==> src/rtl/seq_pkg.sv <==
// Shared definitions for the multi-cycle instruction sequencer.
//   state_e  : sequencer FSM states
//   ctl_t    : control-word fields that must survive past DECODE
//   PC_SEL_* : encodings of the pc_sel output
package seq_pkg;

  typedef enum logic [3:0] {
    ST_IDLE,
    ST_FETCH,
    ST_DECODE,
    ST_EXEC,
    ST_EXWAIT,
    ST_MEM,
    ST_WB,
    ST_HALT,
    ST_ERROR
  } state_e;

  // halt/nop are consumed in DECODE itself, so they are not kept here.
  typedef struct packed {
    logic regwrite;
    logic memread;
    logic memwrite;
    logic jump;
    logic jr;
    logic jal;
    logic branch;
    logic stack;
    logic multi;
  } ctl_t;

  localparam logic [1:0] PC_SEL_PC4    = 2'b00;
  localparam logic [1:0] PC_SEL_BRANCH = 2'b01;
  localparam logic [1:0] PC_SEL_JUMP   = 2'b10;
  localparam logic [1:0] PC_SEL_REG    = 2'b11;

  // States that wait on an external handshake and are guarded by the timer.
  function automatic logic is_wait_state(input state_e s);
    return (s == ST_FETCH) || (s == ST_MEM) || (s == ST_EXWAIT);
  endfunction

endpackage

==> src/rtl/seq_wait_timer.sv <==
// Wait-state watchdog counter.
//   clk, rst_n : clock, asynchronous active-low reset
//   clear_i    : force count to zero (state change or not waiting)
//   en_i       : count this cycle
//   timeout_o  : count has reached WAIT_MAX-1
module seq_wait_timer #(
  parameter int WAIT_MAX = 16
) (
  input  logic clk,
  input  logic rst_n,
  input  logic clear_i,
  input  logic en_i,
  output logic timeout_o
);

  localparam int CW = (WAIT_MAX > 2) ? $clog2(WAIT_MAX) : 1;

  logic [CW-1:0] cnt_q, cnt_d;

  assign timeout_o = (cnt_q == CW'(WAIT_MAX - 1));

  // Saturate at the timeout value so the flag cannot roll back to zero.
  always_comb begin
    cnt_d = cnt_q;
    if (clear_i)                cnt_d = '0;
    else if (en_i && !timeout_o) cnt_d = cnt_q + CW'(1);
  end

  // NOTE: sequential state uses non-blocking assignment so every flop samples
  // pre-edge values regardless of block ordering.
  always_ff @(posedge clk or negedge rst_n) begin
    if (!rst_n) cnt_q <= '0;
    else        cnt_q <= cnt_d;
  end

endmodule

==> src/rtl/instr_sequencer.sv <==
// Multi-cycle instruction sequencer: FETCH/DECODE/EXEC/(EXWAIT)/(MEM)/WB.
// Inputs : run, imem_ready, dmem_ready, alu_done, branch_taken, ctl_* control word.
// Outputs: imem_req/ir_write (fetch), dmem_req/dmem_we/stack_en (data),
//          alu_start (mult/div), reg_write, pc_write/pc_sel, halted, error,
//          retired (instructions completed, including NOP/HALT).
// All strobes are decoded from the registered state, so an asynchronous
// reset drops them immediately.
module instr_sequencer
  import seq_pkg::*;
#(
  parameter int WAIT_MAX = 16,
  parameter int CNT_W    = 32
) (
  input  logic             clk,
  input  logic             rst_n,
  input  logic             run,
  input  logic             imem_ready,
  input  logic             dmem_ready,
  input  logic             alu_done,
  input  logic             branch_taken,
  input  logic             ctl_regwrite,
  input  logic             ctl_memread,
  input  logic             ctl_memwrite,
  input  logic             ctl_jump,
  input  logic             ctl_jr,
  input  logic             ctl_jal,
  input  logic             ctl_branch,
  input  logic             ctl_halt,
  input  logic             ctl_nop,
  input  logic             ctl_stack,
  input  logic             ctl_multi,
  output logic             imem_req,
  output logic             ir_write,
  output logic             dmem_req,
  output logic             dmem_we,
  output logic             alu_start,
  output logic             reg_write,
  output logic             stack_en,
  output logic             pc_write,
  output logic [1:0]       pc_sel,
  output logic             halted,
  output logic             error,
  output logic [CNT_W-1:0] retired
);

  state_e           state_q, state_d;
  ctl_t             ctl_q, ctl_in;
  logic [CNT_W-1:0] retired_q, retired_d;
  logic             timeout;

  assign ctl_in = '{regwrite: ctl_regwrite, memread: ctl_memread,
                    memwrite: ctl_memwrite, jump: ctl_jump, jr: ctl_jr,
                    jal: ctl_jal, branch: ctl_branch, stack: ctl_stack,
                    multi: ctl_multi};

  seq_wait_timer #(.WAIT_MAX(WAIT_MAX)) u_wait_timer (
    .clk      (clk),
    .rst_n    (rst_n),
    .clear_i  ((state_d != state_q) || !is_wait_state(state_q)),
    .en_i     (is_wait_state(state_q)),
    .timeout_o(timeout)
  );

  // NOTE: every output and state_d gets a default before the case statement,
  // so no path leaves a signal unassigned and no latch is inferred.
  always_comb begin
    state_d   = state_q;
    imem_req  = 1'b0;
    ir_write  = 1'b0;
    dmem_req  = 1'b0;
    dmem_we   = 1'b0;
    alu_start = 1'b0;
    reg_write = 1'b0;
    stack_en  = 1'b0;
    pc_write  = 1'b0;
    pc_sel    = PC_SEL_PC4;
    halted    = 1'b0;
    error     = 1'b0;

    unique case (state_q)
      ST_IDLE: if (run) state_d = ST_FETCH;
      ST_FETCH: begin
        imem_req = 1'b1;
        if (imem_ready) begin
          ir_write = 1'b1;
          state_d  = ST_DECODE;
        end else if (timeout) begin
          state_d = ST_ERROR;
        end
      end
      // DECODE looks at the live control word; it is captured for later states.
      ST_DECODE: begin
        if (ctl_halt) begin
          state_d = ST_HALT;
        end else if (ctl_nop) begin
          pc_write = 1'b1;
          state_d  = ST_FETCH;
        end else begin
          state_d = ST_EXEC;
        end
      end
      ST_EXEC: begin
        if (ctl_q.multi) begin
          alu_start = 1'b1;
          state_d   = ST_EXWAIT;
        end else if (ctl_q.memread || ctl_q.memwrite) begin
          state_d = ST_MEM;
        end else if (ctl_q.jump) begin
          pc_write  = 1'b1;
          pc_sel    = ctl_q.jr ? PC_SEL_REG : PC_SEL_JUMP;
          reg_write = ctl_q.jal;
          state_d   = ST_FETCH;
        end else if (ctl_q.branch) begin
          pc_write = 1'b1;
          pc_sel   = branch_taken ? PC_SEL_BRANCH : PC_SEL_PC4;
          state_d  = ST_FETCH;
        end else begin
          state_d = ST_WB;
        end
      end
      ST_EXWAIT: begin
        if (alu_done)     state_d = ST_WB;
        else if (timeout) state_d = ST_ERROR;
      end
      ST_MEM: begin
        dmem_req = 1'b1;
        dmem_we  = ctl_q.memwrite;
        if (dmem_ready) begin
          stack_en = ctl_q.stack;
          if (ctl_q.memwrite) begin
            pc_write = 1'b1;
            state_d  = ST_FETCH;
          end else begin
            state_d = ST_WB;
          end
        end else if (timeout) begin
          state_d = ST_ERROR;
        end
      end
      ST_WB: begin
        reg_write = ctl_q.regwrite;
        pc_write  = 1'b1;
        state_d   = ST_FETCH;
      end
      ST_HALT:  halted = 1'b1;
      ST_ERROR: error  = 1'b1;
      default:  state_d = ST_ERROR;
    endcase
  end

  // HALT retires without a PC update, so it is counted on DECODE exit.
  always_comb begin
    retired_d = retired_q;
    if (pc_write || (state_q == ST_DECODE && ctl_halt))
      retired_d = retired_q + CNT_W'(1);
  end

  always_ff @(posedge clk or negedge rst_n) begin
    if (!rst_n) begin
      state_q   <= ST_IDLE;
      ctl_q     <= '0;
      retired_q <= '0;
    end else begin
      state_q   <= state_d;
      retired_q <= retired_d;
      if (state_q == ST_DECODE) ctl_q <= ctl_in;
    end
  end

  assign retired = retired_q;

endmodule
==> config.mk <==
export PLATFORM = sky130hd
export DESIGN_NAME = instr_sequencer
export DESIGN_NICKNAME = d
export VERILOG_FILES = /design/src/rtl/seq_pkg.sv /design/src/rtl/seq_wait_timer.sv /design/src/rtl/instr_sequencer.sv
export SDC_FILE = /design/constraint.sdc
export NUM_CORES = 1
export LEC_CHECK = 0
export ABC_AREA = 1
export CORE_MARGIN = 1
export CORE_UTILIZATION = 54
export CTS_BUF_LIST = sky130_fd_sc_hd__clkbuf_4 sky130_fd_sc_hd__clkbuf_8
export CTS_CLUSTER_DIAMETER = 40
export DETAILED_ROUTE_END_ITERATION = 6
export PLACE_DENSITY = 0.91
export RECOVER_POWER = 25
export SETUP_SLACK_MARGIN = 0.4
export SYNTH_ARGS = -nofsm -noshare
export SYNTH_HDL_FRONTEND = slang
export SYNTH_SLANG_ARGS = --single-unit
==> constraint.sdc <==
create_clock -name clk -period 1.8 [get_ports clk]
set_input_delay 0.54 -clock clk [delete_from_list [all_inputs] [get_ports clk]]
set_output_delay 0.54 -clock clk [all_outputs]
set_load 0.03 [all_outputs]
### Word level (Yosys, flattened, before mapping)

Cells that the tools add are included.

* input port bits: 18
* output and inout bits: 44
* register bits after elaboration: 49

* reductions and logical operators: 12
* mux-type cells: 46
* equality and inequality tests: 10
* $add $sub $neg: 2

Operators with widths (number)
* adder 32 x 1 -> 32 bit, second input constant: 1
* one-hot mux 4 bit (8 select lines): 1
* 2-to-1 mux 4 bit: 7
* 2-to-1 mux 1 bit: 25
* 2-to-1 mux 3 bit: 6
* == test 4 x 3 -> 1 bit, second input constant: 4
* 2-to-1 mux 2 bit: 5
* == test 4 x 2 -> 1 bit, second input constant: 2
* == test 4 bit, second input constant: 2
* logical OR 1 bit: 5
* adder 4 x 1 -> 4 bit, second input constant: 1
* == test 4 x 1 -> 1 bit, second input constant: 1
* zero test 4 bit: 1
* != test 4 bit: 1
* one-hot mux 1 bit (4 select lines): 1
* logical AND 1 bit: 2
* zero test 1 bit: 2
* one-hot mux 1 bit (2 select lines): 1
* nonzero test 2 bit: 1
* OR reduction 2 bit: 1

### Logic depth before layout (Yosys ltp)

* word-level depth: 8
* gate-level depth with buffers: 12
* mapped depth without buffers: 11

### Cells and area by module

From an unflattened synthesis, not the netlist that was laid out.

* cells, all modules: 486
* area total of the unflattened synthesis: 3326.9 um2

Modules (own cells, without submodules)
* instr_sequencer: area an instance 3101.7 um2, times used 1, cells an instance 457, sequential area each 1126.1 um2
* seq_wait_timer: area an instance 225.2 um2, times used 1, cells an instance 29, sequential area each 100.1 um2

### Least setup slack after synthesis

Ideal clock, no wire load.

* path kind: register to output
* start point: register state_q[2]
* end point: output port reg_write
* stages on the path, launching flop included: 7
* path buffers: 0
* setup slack: -0.438 ns
* data required time: 1.260 ns
* data arrival time: 1.698 ns
* cell sequence: dfrtp_1 > nor2_1 > nand4_1 > nor2_1 > inv_1 > nor2_1 > a22o_1

* cells in the longest elaborated chain, start to end: 2
* elaborated cells between the ends (all ways): 3
* those cells by class: 2 x eq/ne; 1 x mux

RTL lines
* from (decl): line instr_sequencer.sv:46 `state_e state_q, state_d;`
* from (signal assigned): line instr_sequencer.sv:164 `state_q <= state_d;`
* == test 4 x 3 -> 1 bit / == test 4 x 2 -> 1 bit (equally long branches): line instr_sequencer.sv:80 `unique case (state_q)`
* one-hot mux 1 bit (2 select lines) *: line instr_sequencer.sv:80
* to (decl): line instr_sequencer.sv:37 `output logic reg_write,`

Every way passes the cells marked *; elsewhere a longest branch is shown, timed or not.

### Worst setup path in the final report

* start point: register state_q[3]
* end point: output port reg_write

Same word-level chain as after synthesis.

==> metrics.txt <==
Root Buffer clkbuf_8; final core utilization 0.8936; critical path class register to output pin; status finished, violations left; largest net degree at the start of global routing 34; Final #Nets 623; grt ovf 0; required time of the critical path 1260 ps; maxcap violations 0; post-synth top area share 0.3909; Final Cycle Share 1.267; clock power share 0.379; slowest stage cell, crit path dfrtp_1; Final Cell Area 4951 um2; relative slew slack 0.3844; failing checks design-rule violations, negative setup slack; Die ar. 6118 um2; vias in the first global route 3420; EDFF count, synth 0; Area Growth Syn to Fin 57.84%; sw frac 0.2454; initial antenna violation count 0; Ys Warns 0; CP endpoint kind output pin; sequential power share 0.582; Cells after Synth 466; vias after detailed routing 4184; Synth Area per Inst 6.731 um2; pre-CTS setup slack -316.7 ps; crit path cell chain nor2_4 -> nand4_1 -> nor2_2 -> inv_2 -> nor2_4 -> a22o_4 -> buf_6; first-pass GRT wire length 16080 um; main flop type after synthesis dfrtp_1; flops & latches, synth 49; commonest non-fill, non-tap cell in the layout nand2_1; FFs w/ async S/R, synth 1.000; Max Freq 0.4385 GHz; sequential element share of the synthesized area 0.3909; Logic pwr share 0.040; fin worst setup slack -480.6 ps; synth unique cells 27; final hold vios 0; net switching power 463.8 uW; DRC violations left 15; Pwr Density 381.8 nW/um2; Syn Nets 486; arrival time of the worst setup path 1740 ps; maximum level of the CTS H-tree 2; area leader, netlist dfrtp_1; maximum vdd ir drop 383.2 uV; Starting Density 0.5662; Routed WL per cell 19.89 um; Clock Sinks 49; Startpoint Class register; Critical Path Fanout Max 3; HP Class input port to asynchronous set/reset pin; number of buffers created by CTS 5; clk_lat worst skew 320 ps; dominant cells by area after synthesis dfrtp_1, nand2_1, nor2_1; final WL 13440 um; RSZ-0062 raised after global routing true; min cycle time layout 2281 ps; core area 5540 um2; Via density 6.189; final max-slew violation count 0; worst slew pin tran 923.4 ps; Pint 1427 uW; IO Port Bufs 61; DRT antenna net count 0; Die Y 78.22 um; total track usage 0.3379; Top Ports 62; HPWL after DPL 6642 um; CP max stage delay 460 ps; CTS Buffer Depth 2; Post-Syn Area 3137 um2; DP Area 4140 um2; Initial DRT Pass Iterations 7; clock skew 12.18 ps; Clock Pin Slew Worst Setup and Hold Paths 110 ps; CP most frequent cell nor2_4; cell row count 27; worst hold margin 314.3 ps; Finish-stage setup viols 50; DR iter-0 viols 765; CTS tree built; layout cells sized above 1 0.3328; TNS Setup -9271 ps; LEAKAGE 0.002317 uW; Filler cells 245; GP Congestion 0.9457; ANT cells 0; Die Wd 78.22 um; most frequent cells in the layout nand2_1, buf_6, buf_4; cts hold-fix bufs 0
-- logic make-up after synthesis --
group | count (synthesis) | synth area share
and+or+nand+nor | 287 | 0.3781
AOI/OAI and AO/OA | 36 | 0.06462
adders and majority gates | 2 | 0.007976
xor gates and xnor gates | 23 | 0.06422
buffers and inverters | 69 | 0.09414
DFF | 49 | 0.3909
-- registers in the layout, summed over array words and instances, names as in the netlist --
register and flops:
u_wait_timer.cnt_q 4, ctl_q 9, state_q 4, retired 32
-- synthesized netlist by cell type (all sizes together) (2+ instances only) --
| master | instances |
|---|---|
| xor2 | 20 |
| nor2 | 63 |
| nand2 | 172 |
| buf | 7 |
| ha | 2 |
| nor3 | 14 |
| a21oi | 4 |
| dfrtp | 49 |
| o21ai | 30 |
| xnor2 | 3 |
| inv | 61 |
| nand4 | 13 |
| nand3 | 24 |
-- through the flow --
stage / instances / total power [uW]
2_1_floorplan: 466 / 1129
3_3_place_gp: 624 / 1197
3_5_place_dp: 624 / 1198
4_1_cts: 658 / 1867
5_1_grt: 676 / 1928
6_report: 676 / 1890
-- metal layers --
metal | vias to the layer above | wire length, um | GRT usage
li1 | 1729 | - | -
met1 | 1907 | 4674 | 0.4535
met2 | 392 | 6110 | 0.5500
met3 | 156 | 1511 | 0.04419
met4 | 0 | 1146 | 0.1407
met5 | - | 0 | 0
-- power groups by stage --
stage / combinational, uW / sequential [uW] / clock (uW)
floorplan: 6.70 / 1120 / 0
global placement: 75.3 / 1120 / 0
detailed placement: 76.7 / 1120 / 0
CTS: 76.7 / 1100 / 690
global route: 81.9 / 1100 / 747
finish: 74.7 / 1100 / 716
-- critical path: cells and delay by family (launching register included) --
family | cells | cell delay [ps]
simple gates | 4 | 640
buf+inv | 2 | 190
compound gates | 1 | 130
flops | 1 | 460
-- timing repair --
item,CTS,global route
resized for setup,260,53
setup endpoints to repair,83,90
cloned,1,6
pin swaps,8,4
setup buffers,25,12
-- cell type report --
| type | instances | area (um2) | share of cell area |
|---|---|---|---|
| Clock buffer | 6 | 76.32 | 0.01542 |
| Inverter | 61 | 236.5 | 0.04776 |
| Timing Repair Buffer | 138 | 1423 | 0.2873 |
| Sequential cell | 49 | 1239 | 0.2502 |
| Tap cell | 72 | 90.09 | 0.01820 |
| Multi-Input combinational cell | 348 | 1872 | 0.3781 |
| Clock inverter | 2 | 15.01 | 0.003033 |
-- final timing paths --
path                                           start                                end  slack (ps)  cells past startpoint
worst max-delay path            state_q[3]$_DFF_PN0_                          reg_write        -480                      7
worst min-delay path                           rst_n             retired[9]$_DFFE_PN0P_         310                      1
min in group clk                ctl_q[4]$_DFFE_PN0P_               ctl_q[4]$_DFFE_PN0P_         490                      2
max in group asynchronous                      rst_n            retired[20]$_DFFE_PN0P_         370                      2
worst max register to register  state_q[3]$_DFF_PN0_  u_wait_timer.cnt_q[0]$_DFFE_PN0P_        -310                     14
worst min register to register  ctl_q[4]$_DFFE_PN0P_               ctl_q[4]$_DFFE_PN0P_         490                      2
Power figures use the tool's default switching activity.
